### src/rtl/mantissa_mul_if.sv
// mantissa_mul_if
// Handshake bundle for the pipelined mantissa multiplier.
//   in_valid/in_ready : operand transfer (a, b, op)
//   out_valid/out_ready : result transfer (prod, op_out, err)
//   sticky : OR of discarded low product bits, present only when
//            MANTMUL_STICKY_EN is defined
// master = producer/consumer side (bench, FMA datapath); slave = multiplier.
interface mantissa_mul_if #(
    parameter int W = 28
);
    logic           in_valid;
    logic           in_ready;
    logic [W-1:0]   a;
    logic [W-1:0]   b;
    logic [1:0]     op;
    logic           out_valid;
    logic           out_ready;
    logic [2*W-1:0] prod;
    logic [1:0]     op_out;
    logic           err;
`ifdef MANTMUL_STICKY_EN
    logic           sticky;

    modport master (
        output in_valid, a, b, op, out_ready,
        input  in_ready, out_valid, prod, op_out, err, sticky
    );
    modport slave (
        input  in_valid, a, b, op, out_ready,
        output in_ready, out_valid, prod, op_out, err, sticky
    );
`else
    modport master (
        output in_valid, a, b, op, out_ready,
        input  in_ready, out_valid, prod, op_out, err
    );
    modport slave (
        input  in_valid, a, b, op, out_ready,
        output in_ready, out_valid, prod, op_out, err
    );
`endif
endinterface

### src/rtl/mantissa_mul_pipe.sv
// mantissa_mul_pipe
// Pipelined W x W unsigned mantissa multiplier with packed SIMD modes.
//   op 00 : one W x W product
//   op 01 : two (W/2) x (W/2) lanes, each result in a W-bit field
//   op 10 : four (W/4) x (W/4) lanes, each result in a W/2-bit field
//   op 11 : reserved, result is zero with err set
// Ports: clk, rst (async, active high), bus (mantissa_mul_if.slave).
// Parameters: W (multiple of 4, >= 8), STAGES (1..4 register stages from
// accept to out_valid).
// Optional: define MANTMUL_STICKY_EN to add the sticky output.
//
// Stage 1 builds lane-masked partial products and reduces them to a
// carry-save pair; middle stages carry that pair forward; the output
// register performs the carry-propagate add. The stall is global: any
// held result freezes every stage.
module mantissa_mul_pipe #(
    parameter int W      = 28,
    parameter int STAGES = 3
) (
    input logic           clk,
    input logic           rst,
    mantissa_mul_if.slave bus
);
    localparam int H = W / 2;
    localparam int Q = W / 4;

    typedef struct packed {
        logic           v;
        logic [1:0]     op;
        logic [2*W-1:0] s;
        logic [2*W-1:0] c;
    } stage_t;

    logic           out_valid_q;
    logic [2*W-1:0] prod_q;
    logic [1:0]     op_out_q;
    logic           err_q;
    logic           stall;
    logic           accept;
    stage_t         head;
    stage_t         tail;
    logic [2*W-1:0] sum_full;
    logic [2*W-1:0] pp;
    logic [2*W-1:0] csa_s;
    logic [2*W-1:0] csa_c;

    assign stall        = out_valid_q && !bus.out_ready;
    assign accept       = bus.in_valid && !stall;
    assign bus.in_ready = !stall;

    // Bits of a that may pair with b[j] without crossing a lane boundary.
    function automatic logic [W-1:0] lane_mask(input logic [1:0] m, input int j);
        logic [W-1:0] mk;
        mk = '0;
        for (int i = 0; i < W; i++) begin
            case (m)
                2'b00:   mk[i] = 1'b1;
                2'b01:   mk[i] = ((i / H) == (j / H));
                2'b10:   mk[i] = ((i / Q) == (j / Q));
                default: mk[i] = 1'b0;
            endcase
        end
        return mk;
    endfunction

    // Partial-product generation and 3:2 carry-save reduction.
    always_comb begin
        pp    = '0;
        csa_s = '0;
        csa_c = '0;
        for (int j = 0; j < W; j++) begin
            pp = '0;
            if (accept && bus.b[j])
                pp = {{W{1'b0}}, bus.a & lane_mask(bus.op, j)} << j;
            {csa_s, csa_c} = {csa_s ^ csa_c ^ pp,
                              ((csa_s & csa_c) | (csa_s & pp) | (csa_c & pp)) << 1};
        end
        head    = '0;
        head.v  = accept;
        head.op = accept ? bus.op : 2'b00;
        head.s  = csa_s;
        head.c  = csa_c;
    end

    generate
        if (STAGES == 1) begin : g_direct
            assign tail = head;
        end else begin : g_pipe
            stage_t r [STAGES-1];

            always_ff @(posedge clk or posedge rst) begin
                if (rst) begin
                    for (int i = 0; i < STAGES - 1; i++)
                        r[i] <= '0;
                end else if (!stall) begin
                    r[0] <= head;
                    for (int i = 1; i < STAGES - 1; i++)
                        r[i] <= r[i-1];
                end
            end

            assign tail = r[STAGES-2];
        end
    endgenerate

    assign sum_full = tail.s + tail.c;

`ifdef MANTMUL_STICKY_EN
    logic sticky_q;
    logic sticky_next;

    // OR of the low half of every lane's product field.
    always_comb begin
        sticky_next = 1'b0;
        for (int i = 0; i < 2 * W; i++) begin
            case (tail.op)
                2'b00:   if (i < W)       sticky_next = sticky_next | sum_full[i];
                2'b01:   if ((i % W) < H) sticky_next = sticky_next | sum_full[i];
                2'b10:   if ((i % H) < Q) sticky_next = sticky_next | sum_full[i];
                default: sticky_next = sticky_next;
            endcase
        end
    end

    assign bus.sticky = sticky_q;
`endif

    always_ff @(posedge clk or posedge rst) begin
        if (rst) begin
            out_valid_q <= 1'b0;
            prod_q      <= '0;
            op_out_q    <= 2'b00;
            err_q       <= 1'b0;
`ifdef MANTMUL_STICKY_EN
            sticky_q    <= 1'b0;
`endif
        end else if (!stall) begin
            out_valid_q <= tail.v;
            prod_q      <= sum_full;
            op_out_q    <= tail.op;
            err_q       <= tail.v && (tail.op == 2'b11);
`ifdef MANTMUL_STICKY_EN
            sticky_q    <= sticky_next;
`endif
        end
    end

    assign bus.out_valid = out_valid_q;
    assign bus.prod      = prod_q;
    assign bus.op_out    = op_out_q;
    assign bus.err       = err_q;
endmodule

### src/flat_wrapper.sv
// flat-port wrapper written by rule: the top's interface ports become plain ports
module mantissa_mul_pipe_flat 
#(
    parameter int W      = 28,
    parameter int STAGES = 3
)
  (clk, rst, bus_in_valid, bus_a, bus_b, bus_op, bus_out_ready, bus_in_ready, bus_out_valid, bus_prod, bus_op_out, bus_err);
  mantissa_mul_if #(.W(W)) bus_i ();
  input logic clk;
  input logic rst;
  input wire logic [$bits(bus_i.in_valid)-1:0] bus_in_valid;
  input wire logic [$bits(bus_i.a)-1:0] bus_a;
  input wire logic [$bits(bus_i.b)-1:0] bus_b;
  input wire logic [$bits(bus_i.op)-1:0] bus_op;
  input wire logic [$bits(bus_i.out_ready)-1:0] bus_out_ready;
  output wire logic [$bits(bus_i.in_ready)-1:0] bus_in_ready;
  output wire logic [$bits(bus_i.out_valid)-1:0] bus_out_valid;
  output wire logic [$bits(bus_i.prod)-1:0] bus_prod;
  output wire logic [$bits(bus_i.op_out)-1:0] bus_op_out;
  output wire logic [$bits(bus_i.err)-1:0] bus_err;
  assign bus_i.in_valid = bus_in_valid;
  assign bus_i.a = bus_a;
  assign bus_i.b = bus_b;
  assign bus_i.op = bus_op;
  assign bus_i.out_ready = bus_out_ready;
  assign bus_in_ready = bus_i.in_ready;
  assign bus_out_valid = bus_i.out_valid;
  assign bus_prod = bus_i.prod;
  assign bus_op_out = bus_i.op_out;
  assign bus_err = bus_i.err;
  mantissa_mul_pipe #(.W(W), .STAGES(STAGES)) u_core (.clk(clk), .rst(rst), .bus(bus_i));
endmodule
### config.mk
export PLATFORM = sky130hd
export DESIGN_NAME = mantissa_mul_pipe_flat
export DESIGN_NICKNAME = d
export VERILOG_FILES = /design/src/rtl/mantissa_mul_if.sv /design/src/rtl/mantissa_mul_pipe.sv /design/src/flat_wrapper.sv
export SDC_FILE = /design/constraint.sdc
export NUM_CORES = 2
export LEC_CHECK = 0
export ABC_AREA = 0
export ABC_CLOCK_PERIOD_IN_PS = 23200
export CORE_MARGIN = 5
export CORE_UTILIZATION = 60
export CTS_CLUSTER_DIAMETER = 60
export CTS_CLUSTER_SIZE = 14
export DETAILED_ROUTE_END_ITERATION = 10
export GPL_TIMING_DRIVEN = 0
export PLACE_DENSITY = 0.8
export SLEW_MARGIN = 20
export SYNTH_ARGS = -nofsm -noshare
export SYNTH_HDL_FRONTEND = slang
export SYNTH_SLANG_ARGS = --single-unit
### constraint.sdc
create_clock -name clk -period 23.2 [get_ports clk]
set_input_delay 4.64 -clock clk [delete_from_list [all_inputs] [get_ports clk]]
set_output_delay 4.64 -clock clk [all_outputs]
set_load 0.005 [all_outputs]
==> results.sh <==
export IMPL_status="finished clean"
export IMPL_clock_sinks=230
export IMPL_finalHoldViolCount=0
export IMPL_yosys_area_top_type_share_pct=47.8
export IMPL_drtAntennaViolNets=0
export IMPL_grt_pass1_vias=23539
export IMPL_via_per_inst=5.68
export IMPL_cp_max_fo=10
export IMPL_power_density_nw_per_um2=73.4
export IMPL_finish_utilization_pct=65.8
export IMPL_cap_violations=0
export IMPL_critPathArrivalTime_ns=21.89
export IMPL_numPortBuffers=121
export IMPL_min_period_over_period_pct=92.5
export IMPL_tritoncts="done"
export IMPL_final_setup_viol_count=0
export IMPL_most_common_layout_cells="nand2_1, fa_1, nor2_1, dfrtp_1, inv_1"
export IMPL_worstSetupPathType="in -> reg"
export IMPL_slew_headroom_pct=24.0
export IMPL_gr_max_usage_layer="met2"
export IMPL_timing_rr_end="u_core.g_pipe.r[198]"
export IMPL_avgSynthCellArea_um2=9.46
export IMPL_yosysUniqueCellTypes=54
export IMPL_fillCellCount=3887
export IMPL_wire_per_inst_um=20.7
export IMPL_max_freq_mhz=46.6
export IMPL_rrSetupSlack_ns=5.96
export IMPL_syn2layout_area_growth_pct=8.98
export IMPL_rows=81
export IMPL_io_pin_count=123
export IMPL_hold_path_class="reg -> reg"
export IMPL_synthesis_instances=3113
export IMPL_met1_usage_pct=41.9
export IMPL_cts_hold_buf=0
export IMPL_tightestPinTransition_ns=1.14
export IMPL_cts_setup_buffers=0
export IMPL_clock_path_buffers=3
export IMPL_syn_area_um2=29400
export IMPL_clk_latency_ns=0.51
export IMPL_ir_worst_vdd_mv=0.0479
export IMPL_antenna_found_initial=3
export IMPL_wl_um=81100
export IMPL_synthTopCellsByArea="fa_1, dfrtp_1, nand2_1"
export IMPL_drive_above_1_share_pct=1.87
export IMPL_end_kind="register"
export IMPL_grtUsageTotal_pct=30.8
export IMPL_fp_coreArea_um2=48700
export IMPL_gr_total_overflow=0
export IMPL_crit_slowest_cell="clkdlybuf4s50_1"
export IMPL_holdPathStages=2
export IMPL_cpMostUsedCell="fa_1"
export IMPL_synth_edff_count=0
export IMPL_cts_buffers=20
export IMPL_rsz0062_at_grt="no"
export IMPL_synthArstFlopShare_pct=100
export IMPL_grt_pass1_wl_um=129000
export IMPL_synth_main_ff_cell="dfrtp_1"
export IMPL_met2_usage_pct=52.1
export IMPL_seq_area_frac_synth_pct=19.6
export IMPL_worstReg2RegStart="u_core.bus.out_valid"
export IMPL_yosys_warnings=0
export IMPL_fp_dieArea_um2=53600
export IMPL_leakage_uw=0.0131
export IMPL_required_ns=23.63
export IMPL_hp_start="u_core.bus.prod[27]"
export IMPL_grt_max_degree=109
export IMPL_die_width_um=232
export IMPL_num_nets_final=4077
export IMPL_synth_top_area_cell="fa_1"
export IMPL_drtPass1Iterations=6
export IMPL_clk_pin_slew_ns=0.06
export IMPL_final_common_cell="nand2_1"
export IMPL_drc=0
export IMPL_fin_tns_setup_ns=0
export IMPL_vias=22282
export IMPL_die_h_um=232
export IMPL_start_kind="input port"
export IMPL_synth_seq_cells=230
export IMPL_htreeDepth=1
export IMPL_initial_core_util_pct=60.4
export IMPL_drt_iter0_drc=1987
export IMPL_grt_use_met3_pct=4.59
export IMPL_cts_resized=0
export IMPL_n_antenna_cell=0
export IMPL_hold_end="u_core.bus.prod[27]"
export IMPL_fin_crit_ns=21.46
export IMPL_crit_path_max_incr_delay_ns=0.78
export IMPL_fin_skew_ns=0.0264
export IMPL_r2r_cells=41
export IMPL_clockRootBuffer="clkbuf_16"
export IMPL_slew_viol_final=0
export IMPL_hpwl_um=69100
export IMPL_syn_nets=3932
export IMPL_gp_congestion=1.01
==> per-stage QoR <==
| stage | instances | worst slack, ns | instance area, µm² | hold slack [ns] | power (µW) |
|---|---|---|---|---|---|
| after detailed placement | 3900 | 1.25 | 31500 | 0.455 | 2070 |
| after CTS | 3923 | 1.78 | 32100 | 0.469 | 2370 |
| after global routing | 3923 | 1.22 | 32100 | 0.484 | 2590 |
| final | 3923 | 1.74 | 32100 | 0.465 | 2350 |
| after floorplan | 3113 | 3.54 | 29400 | 0.439 | 1630 |
| after global placement | 3898 | 1.47 | 31500 | 0.450 | 2010 |
==> routing by layer <==
layer / wire length [µm] / share of wire, % / up-vias
met5: 0 / 0 / -
met2: 39500 / 49 / 917
li1: - / - / 9617
met3: 6330 / 7.8 / 171
met1: 32100 / 40 / 11577
met4: 3150 / 3.9 / 0
==> cell usage after synthesis, types with 3 or more instances <==
library cell,instances
a211oi_1,4
a21o_1,13
a21oi_1,57
and2_1,19
and3_1,38
buf_1,11
buf_2,18
clkbuf_1,161
dfrtp_1,230
fa_1,703
ha_1,54
inv_1,205
nand2_1,1001
nand2b_1,38
nand3_1,29
nand4_1,3
nor2_1,388
nor2b_1,35
nor3_1,9
o211ai_1,4
o21ai_0,24
o21ai_1,6
or2_2,4
xnor2_1,11
xor2_1,10
==> logic make-up (layout without fill, tap and decap cells) <==
family	Yosys count	count (layout)	synth area share (%)
adder cells (fa/ha/maj)	757	757	50.1
buffers and inverters	395	541	5.11
AND/OR/NAND/NOR	1582	1582	21.8
flip-flops	230	230	19.6
AO/OA/AOI/OAI	128	128	2.84
XOR/XNOR	21	21	0.625
==> area by class of cell <==
cell class | instances | area, µm² | share of cell area (%)
buffer | 190 | 736 | 2.29
clock inverter | 1 | 8.76 | 0.0273
multi-input combinational | 2488 | 22200 | 69.1
tap | 664 | 831 | 2.59
timing repair buffer | 123 | 1270 | 3.95
clock buffer | 22 | 529 | 1.65
sequential | 230 | 5760 | 17.9
inverter | 205 | 777 | 2.42
==> worst max-delay path, delay by kind of cell <==
family	cells	cell delay (ns)
buffers and inverters	8	2.73
adder cells (fa/ha/maj)	27	13.57
AND/OR/NAND/NOR	5	0.92
==> report_power, final <==
group / internal [µW] / switching [µW]
sequential: 551 / 87.4
combinational: 599 / 817
clock: 161 / 138
total: 1310 / 1040
==> state kept, by name, indices dropped and copies added (netlist names) <==
signal	flops
u_core.bus.prod	56
u_core.bus.op_out	2
u_core.bus.out_valid	1
u_core.g_pipe.r	170
u_core.bus.err	1
==> how the worst max path moves through the flow <==
| stage | startpoint | endpoint | depth (start not counted) |
|---|---|---|---|
| 4_1_cts | bus_op[1] | u_core.g_pipe.r[198] | 40 |
| 5_1_grt | bus_op[1] | u_core.g_pipe.r[199] | 40 |
| 3_3_place_gp | bus_op[1] | u_core.g_pipe.r[198] | 40 |
| 6_report | bus_op[1] | u_core.g_pipe.r[198] | 40 |
| 2_1_floorplan | bus_out_ready | u_core.g_pipe.r[198] | 40 |
| 3_5_place_dp | bus_op[1] | u_core.g_pipe.r[199] | 40 |
Power figures use the tool's default switching activity.
